===== src/rtl/instr_inv_queue.sv =====
// instr_inv_queue
//   Collects committed data stores that hit the cacheable instruction
//   region and turns them into line-aligned invalidation requests for the
//   instruction cache, one outstanding request at a time.
//
// Parameters
//   DEPTH   queue entries (power of 2, 2..8)
//   LINE_W  instruction-cache line width in 32-bit words (power of 2)
//   ADDR_L  lowest cacheable instruction address (inclusive)
//   ADDR_H  highest cacheable instruction address (inclusive)
//
// Ports
//   clk, rst_n          clock (rising edge), asynchronous active-low reset
//   store_valid/addr    committed store from the data side, never stalled
//   inv_valid/addr      invalidation request to the I-cache, held until ready
//   inv_ready           I-cache accepts the current request
//   inv_done            one-cycle pulse when the accepted request completes
//   drained             queue empty and nothing outstanding
//   status_clear        clears the sticky overflow flag
//   status              {busy, overflow, empty, full, count[3:0]}
//
// Optional feature
//   INSTR_INV_QUEUE_COALESCE_EN: when defined, a store to the same line as
//   the youngest queued entry is merged into that entry instead of pushed.
module instr_inv_queue #(
  parameter int          DEPTH  = 4,
  parameter int          LINE_W = 4,
  parameter logic [31:0] ADDR_L = 32'h80000000,
  parameter logic [31:0] ADDR_H = 32'h8FFFFFFF
) (
  input  logic        clk,
  input  logic        rst_n,
  input  logic        store_valid,
  input  logic [31:0] store_addr,
  output logic        inv_valid,
  output logic [31:0] inv_addr,
  input  logic        inv_ready,
  input  logic        inv_done,
  output logic        drained,
  input  logic        status_clear,
  output logic [7:0]  status
);

  localparam int PTR_W = $clog2(DEPTH);
  localparam int CNT_W = PTR_W + 1;
  localparam int OFF   = $clog2(LINE_W) + 2;

  typedef enum logic [1:0] {IDLE, ISSUE, WAIT_DONE} state_t;

  state_t             state, state_next;
  logic [31:0]        mem [DEPTH];
  logic [PTR_W-1:0]   rd_ptr, wr_ptr;
  logic [CNT_W-1:0]   count, count_next;
  logic               overflow;
  logic               in_range, coalesce, is_full, pop, push, drop;
  logic [31:0]        line_addr;

  assign in_range  = store_valid && (store_addr >= ADDR_L) && (store_addr <= ADDR_H);
  assign line_addr = {store_addr[31:OFF], {OFF{1'b0}}};
  assign is_full   = (count == CNT_W'(DEPTH));

  // The head leaves the queue on the handshake cycle; ISSUE is only ever
  // entered with a non-empty queue, the count check just keeps it safe.
  assign pop = (state == ISSUE) && inv_ready && (count != '0);

`ifdef INSTR_INV_QUEUE_COALESCE_EN
  logic [PTR_W-1:0] last_ptr;
  logic [CNT_W-1:0] count_after_pop;

  // Compare against the youngest entry only if it survives this cycle's pop.
  assign last_ptr        = wr_ptr - PTR_W'(1);
  assign count_after_pop = count - CNT_W'(pop);
  assign coalesce        = in_range && (count_after_pop != '0) && (mem[last_ptr] == line_addr);
`else
  assign coalesce = 1'b0;
`endif

  // A full queue still takes a push when the head pops in the same cycle;
  // a merged store never counts as an overflow.
  assign drop       = in_range && !coalesce && is_full && !pop;
  assign push       = in_range && !coalesce && !drop;
  assign count_next = count + CNT_W'(push) - CNT_W'(pop);

  // Entry storage has no reset: entries are only read while counted valid.
  always_ff @(posedge clk) begin
    if (push) mem[wr_ptr] <= line_addr;
  end

  // Pointers, occupancy and the sticky overflow flag.
  always_ff @(posedge clk or negedge rst_n) begin
    if (!rst_n) begin
      rd_ptr   <= '0;
      wr_ptr   <= '0;
      count    <= '0;
      overflow <= 1'b0;
    end else begin
      if (push) wr_ptr <= wr_ptr + PTR_W'(1);
      if (pop)  rd_ptr <= rd_ptr + PTR_W'(1);
      count <= count_next;
      if (drop)              overflow <= 1'b1;
      else if (status_clear) overflow <= 1'b0;
    end
  end

  // State register.
  always_ff @(posedge clk or negedge rst_n) begin
    if (!rst_n) state <= IDLE;
    else        state <= state_next;
  end

  // Next-state and request outputs. Leaving IDLE looks at count_next so a
  // store reaches inv_valid one cycle after it is presented.
  always_comb begin
    state_next = state;
    inv_valid  = 1'b0;
    inv_addr   = '0;
    case (state)
      IDLE: begin
        if (count_next != '0) state_next = ISSUE;
      end
      ISSUE: begin
        inv_valid = 1'b1;
        inv_addr  = mem[rd_ptr];
        if (inv_ready) state_next = WAIT_DONE;
      end
      WAIT_DONE: begin
        if (inv_done) state_next = (count_next != '0) ? ISSUE : IDLE;
      end
      default: state_next = IDLE;
    endcase
  end

  assign drained = (count == '0) && (state == IDLE);
  assign status  = {(state != IDLE), overflow, (count == '0), is_full, 4'(count)};

endmodule


===== config.mk =====
export PLATFORM = sky130hd
export DESIGN_NAME = instr_inv_queue
export DESIGN_NICKNAME = d
export VERILOG_FILES = /design/src/rtl/instr_inv_queue.sv
export SDC_FILE = /design/constraint.sdc
export NUM_CORES = 1
export LEC_CHECK = 0
export CORE_UTILIZATION = 35
export DETAILED_ROUTE_END_ITERATION = 6
export GPL_TIMING_DRIVEN = 0
export PLACE_DENSITY = 0.59
export RECOVER_POWER = 50
export SLEW_MARGIN = 5
export SYNTH_ARGS = -nofsm -noshare
export SYNTH_HDL_FRONTEND = slang
export SYNTH_SLANG_ARGS = --single-unit

===== constraint.sdc =====
create_clock -name clk -period 3.3 [get_ports clk]
set_clock_uncertainty 0.1 [all_clocks]
set_input_delay 0.66 -clock clk [delete_from_list [all_inputs] [get_ports clk]]
set_output_delay 0.66 -clock clk [all_outputs]
set_load 0.05 [all_outputs]

==> results of run 1 <==
==> synthesized netlist by cell type, drive strengths merged, types with 3 or more instances <==
master / number
and2: 4
and3: 28
buf: 12
clkbuf: 7
dfrtp: 10
edfxtp: 112
ha: 5
inv: 6
mux4: 28
nand2: 3
xnor2: 3
==> repair_timing <==
item                       4_1_cts  5_1_grt
hold endpoints to repair         0        0
gates resized for setup          2       19
setup endpoints to repair       10       19
gates cloned                     0        0
==> power by group <==
| part | internal (mW) | total (mW) | switching, mW |
|---|---|---|---|
| Combinational | 0.938 | 2.39 | 1.46 |
| Sequential | 1.77 | 1.85 | 0.0829 |
| Clock | 1.11 | 1.78 | 0.667 |
==> critical path, cell delays in order <==
cell	delay (ps)
clkdlybuf4s50_1	490
nand4bb_4	290
or2_2	330
mux2_1	320
ha_1	200
fa_1	460
or3_2	450
o21ba_2	200
==> metrics by stage <==
step | power (mW) | setup TNS, ps | cells
6_report | 6.02 | 0 | 521
3_5_place_dp | 4.36 | -329 | 490
3_3_place_gp | 4.35 | -297 | 490
5_1_grt | 6.30 | 0 | 521
2_1_floorplan | 3.61 | 0 | 244
4_1_cts | 6.14 | 0 | 521
==> cells by family after synthesis <==
kind of cell / Yosys count / synth area share, %
flip-flops: 122 / 73.4
AND/OR/NAND/NOR: 45 / 6.48
multiplexers: 30 / 13.3
buffers and inverters: 25 / 3.00
adder cells (fa/ha/maj): 6 / 1.68
AO/OA/AOI/OAI: 6 / 1.09
XOR/XNOR: 5 / 0.890
other: 1 / 0.0762
==> path summary, 6_finish.rpt <==
path | from | slack [ps] | depth (start not counted) | to
min in group asynchronous | rst_n | 560 | 1 | count[2]
min reg2reg | overflow | 440 | 2 | overflow
max reg2reg | count[2] | 490 | 7 | state[0]
max in group asynchronous | rst_n | 2200 | 1 | rd_ptr[1]
max | store_addr[30] | 90 | 8 | state[0]
min | overflow | 440 | 2 | overflow
==> sequential cells by signal, summed over array words and instances (netlist names) <==
register,count
count,3
overflow,1
wr_ptr,2
mem,112
state,2
rd_ptr,2
==> area by class of cell <==
cell class	count	area share, %
repair buffers	70	11.5
flip-flops and latches	122	55.7
inverters	6	0.347
clock inverters	14	2.28
plain buffers	19	1.95
well taps	176	3.40
multi-input cells	97	18.2
clock buffers	17	6.56
==> routing by layer <==
metal | global-route usage (%) | part of all wire (%) | wire, um | vias to the layer above
li1 | - | - | - | 1147
met1 | 19.2 | 46 | 4370 | 1247
met2 | 22.9 | 48 | 4530 | 75
met3 | 4.81 | 5.2 | 497 | 10
met4 | 5.09 | 1.1 | 107 | 0
met5 | 0 | 0 | 0 | -
==> out/results.ini, run 1 <==
[outcome]
status=completed

[clock_tree]
cts_sinks=122
cts_setup_buffers=0
htreeDepth=4
clock_path_buffers=2
cts_buffers=17
cts_root_buf=clkbuf_16
insertion_delay_ps=400
tritoncts=done
hold_buffers=0
clkTransAtPathRegs_ps=50

[place]
dp_slack_ps=-329
dpl.hpwl_um=5720
place_congestion=0.709
port_buffers=70
place_area_um2=5870

[global_route]
grt_pass1_wl_um=15000
grt_pass1_vias=2644
grt_max_degree=29
antenna_found_initial=0
grt_use_total_pct=14.6
overflow=0

[timing]
finalCriticalPeriod_ps=3210
fmax_mhz=311
rsz0062_at_grt=false
timing.hold.ws_ps=436
min_period_over_period_pct=97.3
setup_ws_ps=88.0
maxSlewViolCount=0
hold_viol_final=0
worst_pin_slew_ps=839
finalSetupViolCount=0
slew-limit-headroom_pct=44.1

[routing]
ant_nets=0
drtIter0Drc=122
wl_per_cell_um=18.2
drt_wl_total_um=9510
first_pass_iters=4
via_per_inst=4.76
drc=0
vias=2479

[logic_synthesis]
synth_largest_area_cell=edfxtp_1
synth-seq-cells=122
synth_edf_count=112
synth_area_um2=4920
ys_seq_area_share_pct=73.4
ys_types=32
synthArstFlopShare_pct=8.20
synthCells=240
synth_warnings=0
synth_top_area_share_pct=68.3
synth_ff_type=edfxtp_1
synthTopCellsByArea=edfxtp_1 (68%), mux4_2 (13%), dfrtp_1 (5.1%)
syn_avg_cell_area_um2=20.5

[worst_setup_path]
crit_type=in2reg
end_kind=register
critPathRequiredTime_ps=3490
cp.arrival_ps=3400
crit_fanout=5
cp-start-kind=primary input

[layout]
regArea_um2=3610
layout_commonest_cell=edfxtp_1
num_antenna_cells=0
final_cell_mix=edfxtp_1 (112), dlygate4sd3_1 (32), mux4_2 (28), and3_1 (28), dlymetal6s2s_1 (19)
postLayoutCoreUtil_pct=48.2
drive_above_1_share_pct=24.1
final_area_um2=6480
nFillCells=1177
multiInputGateArea_um2=1180
fin_nets=377
area_growth_pct=31.8

[floorplan]
core_um2=13500
die-area_um2=14500
initial_core_util_pct=36.6
die_h_um=121
die_x_um=121
floorplan.rows=42
io-pin-count=80

[power_and_ir_drop]
ir_worst_vdd_mv=0.394
power_density_nw_per_um2=929
leakagePower_nw=2.54

[flow_run]
cap_viol_max_count=0

[hold_path]
hold_class=reg2reg

(Power assumes the default switching activity.)
==> inputs of run 2 (changes only) <==
PLACE_DENSITY = unset   (was 0.59)
PLACE_DENSITY_LB_ADDON = 0.12   (was unset)
==> run 2 against run 1 <==
Largest power group unchanged; flip-flop and latch count unchanged; global-route usage is 0.068 points higher; critical path depth is 4 lower; highest routed layer unchanged; clock-buffer cell count up 1; register-to-register slack worse by 30 ps; routed wire length grew 3.1%; maximum frequency decreased by 0.31%; sequential power is essentially flat; power is 0.26% lower; first-iteration DRC count grew 1.6%; final cell count rose by 0.19%.
==> out/results.ini, run 2 (same netlist as run 1, synthesis figures left out) <==
[timing]
finalSetupViolCount=0
hold_viol_final=0
worst_pin_slew_ps=868
slew-limit-headroom_pct=42.1
maxSlewViolCount=0
fmax_mhz=310
rsz0062_at_grt=false
min_period_over_period_pct=97.6
setup_tns_ps=0
setup_ws_ps=78.2
timing.hold.ws_ps=436
finalCriticalPeriod_ps=3220

[clock_tree]
htreeDepth=4
cts_root_buf=clkbuf_16
clkTransAtPathRegs_ps=50
hold_buffers=0
insertion_delay_ps=400
cts_buffers=17
cts_sinks=122
tritoncts=done
clock_path_buffers=2

[power_and_ir_drop]
leakagePower_nw=2.39
fin_total_pwr_mw=6.01
ir_worst_vdd_mv=0.389
power_density_nw_per_um2=932

[layout]
postLayoutCoreUtil_pct=47.9
layout_commonest_cell=edfxtp_1
fin_nets=377
drive_above_1_share_pct=23.7
final_cell_mix=edfxtp_1 (112), dlygate4sd3_1 (33), mux4_2 (28), and3_1 (28), clkdlybuf4s50_1 (25)
num_antenna_cells=0
area_growth_pct=31.0
largest_reg_flops=112
reg_top3=mem x112, count x3
top_register=mem
layoutNonFillerInstCount=522
final_area_um2=6440

[routing]
drc=0
vias=2487
via_per_inst=4.76
ant_nets=0
wl_per_cell_um=18.8
drt_wl_total_um=9800
first_pass_iters=4
drtIter0Drc=124

[hold_path]
hold_class=reg2reg

[place]
place_congestion=0.665
port_buffers=70
place_inst=490
dp_slack_ps=-300
place_area_um2=5870
dpl.hpwl_um=5810

[worst_setup_path]
worst_path_max_delay_cell=clkdlybuf4s50_1
crit_type=reg2out
crit_fanout=10
end_kind=output port
cp.arrival_ps=2460
cp-start-kind=register
slowest_delay_ps=700
path_cells=buf_6 > mux4_2 > and3_1 > clkdlybuf4s50_1
critPathRequiredTime_ps=2540

[floorplan]
initial_core_util_pct=36.6
io-pin-count=80
core_um2=13500
die-area_um2=14500
floorplan.rows=42
die_h_um=121
die_x_um=121

[flow_run]
cap_viol_max_count=0

[global_route]
grt_use_total_pct=14.7
overflow=0
grt_pass1_vias=2647
grt_pass1_wl_um=15200
grt_max_degree=29
antenna_found_initial=0

[outcome]
status=completed

==> run 2: changes by cell type in the layout (fill, tap and decap cells not counted) <==
cell             before  now
clkinv_2              1    3
clkinvlp_4            3    6
dlygate4sd2_1         1    3
clkbuf_1              6    7
dlygate4sd3_1        32   33
clkinv_1              2    3
clkdlybuf4s50_1      18   25
dlymetal6s2s_1       19    9
clkinv_4              3    0
inv_6                 3    0
==> run 2: path summary, 6_finish.rpt <==
check,startpoint,to,slack [ps],depth (start not counted)
worst min register to register,overflow,overflow,440,2
min in group asynchronous,rst_n,rd_ptr[1],570,1
max in group asynchronous,rst_n,overflow,2190,1
worst max register to register,count[2],state[0],460,7
worst min-delay path,overflow,overflow,440,2
worst max-delay path,rd_ptr[0],inv_addr[31],80,4
==> run 2: report_power, final <==
group	total [mW]	switching, mW	leakage (nW)	internal, mW
combinational	2.42	1.48	1.01	0.934
sequential	1.85	0.0807	1.13	1.77
clock	1.74	0.641	0.256	1.10
total	6.01	2.21	2.39	3.80
==> run 2: per-layer routing <==
metal	up-vias	GRT usage, %	share of wire, %
met5	-	0	0
met4	0	5.71	1.3
met3	11	4.76	4.3
met2	53	22.5	49
met1	1280	19.5	46
li1	1143	-	-
==> run 2: what timing repair did <==
action / in CTS / in global routing
gates cloned: 0 / 0
setup endpoints to repair: 11 / 9
setup buffers: 0 / 0
gates resized for setup: 4 / 9
==> run 2: layout make-up <==
cell class | count | area (um2)
Multi-Input combinational cell | 97 | 1180
Buffer | 19 | 126
Inverter | 6 | 22.5
Sequential cell | 122 | 3610
Clock buffer | 18 | 429
Clock inverter | 14 | 131
Fill cell | 1202 | 7010
Tap cell | 176 | 220
Timing Repair Buffer | 70 | 719
==> run 2: critical path, delay by kind of cell (launching register included) <==
| family | cells | cell delay [ps] |
|---|---|---|
| flops | 1 | 420 |
| simple gates | 1 | 220 |
| mux | 1 | 500 |
| buf+inv | 2 | 920 |
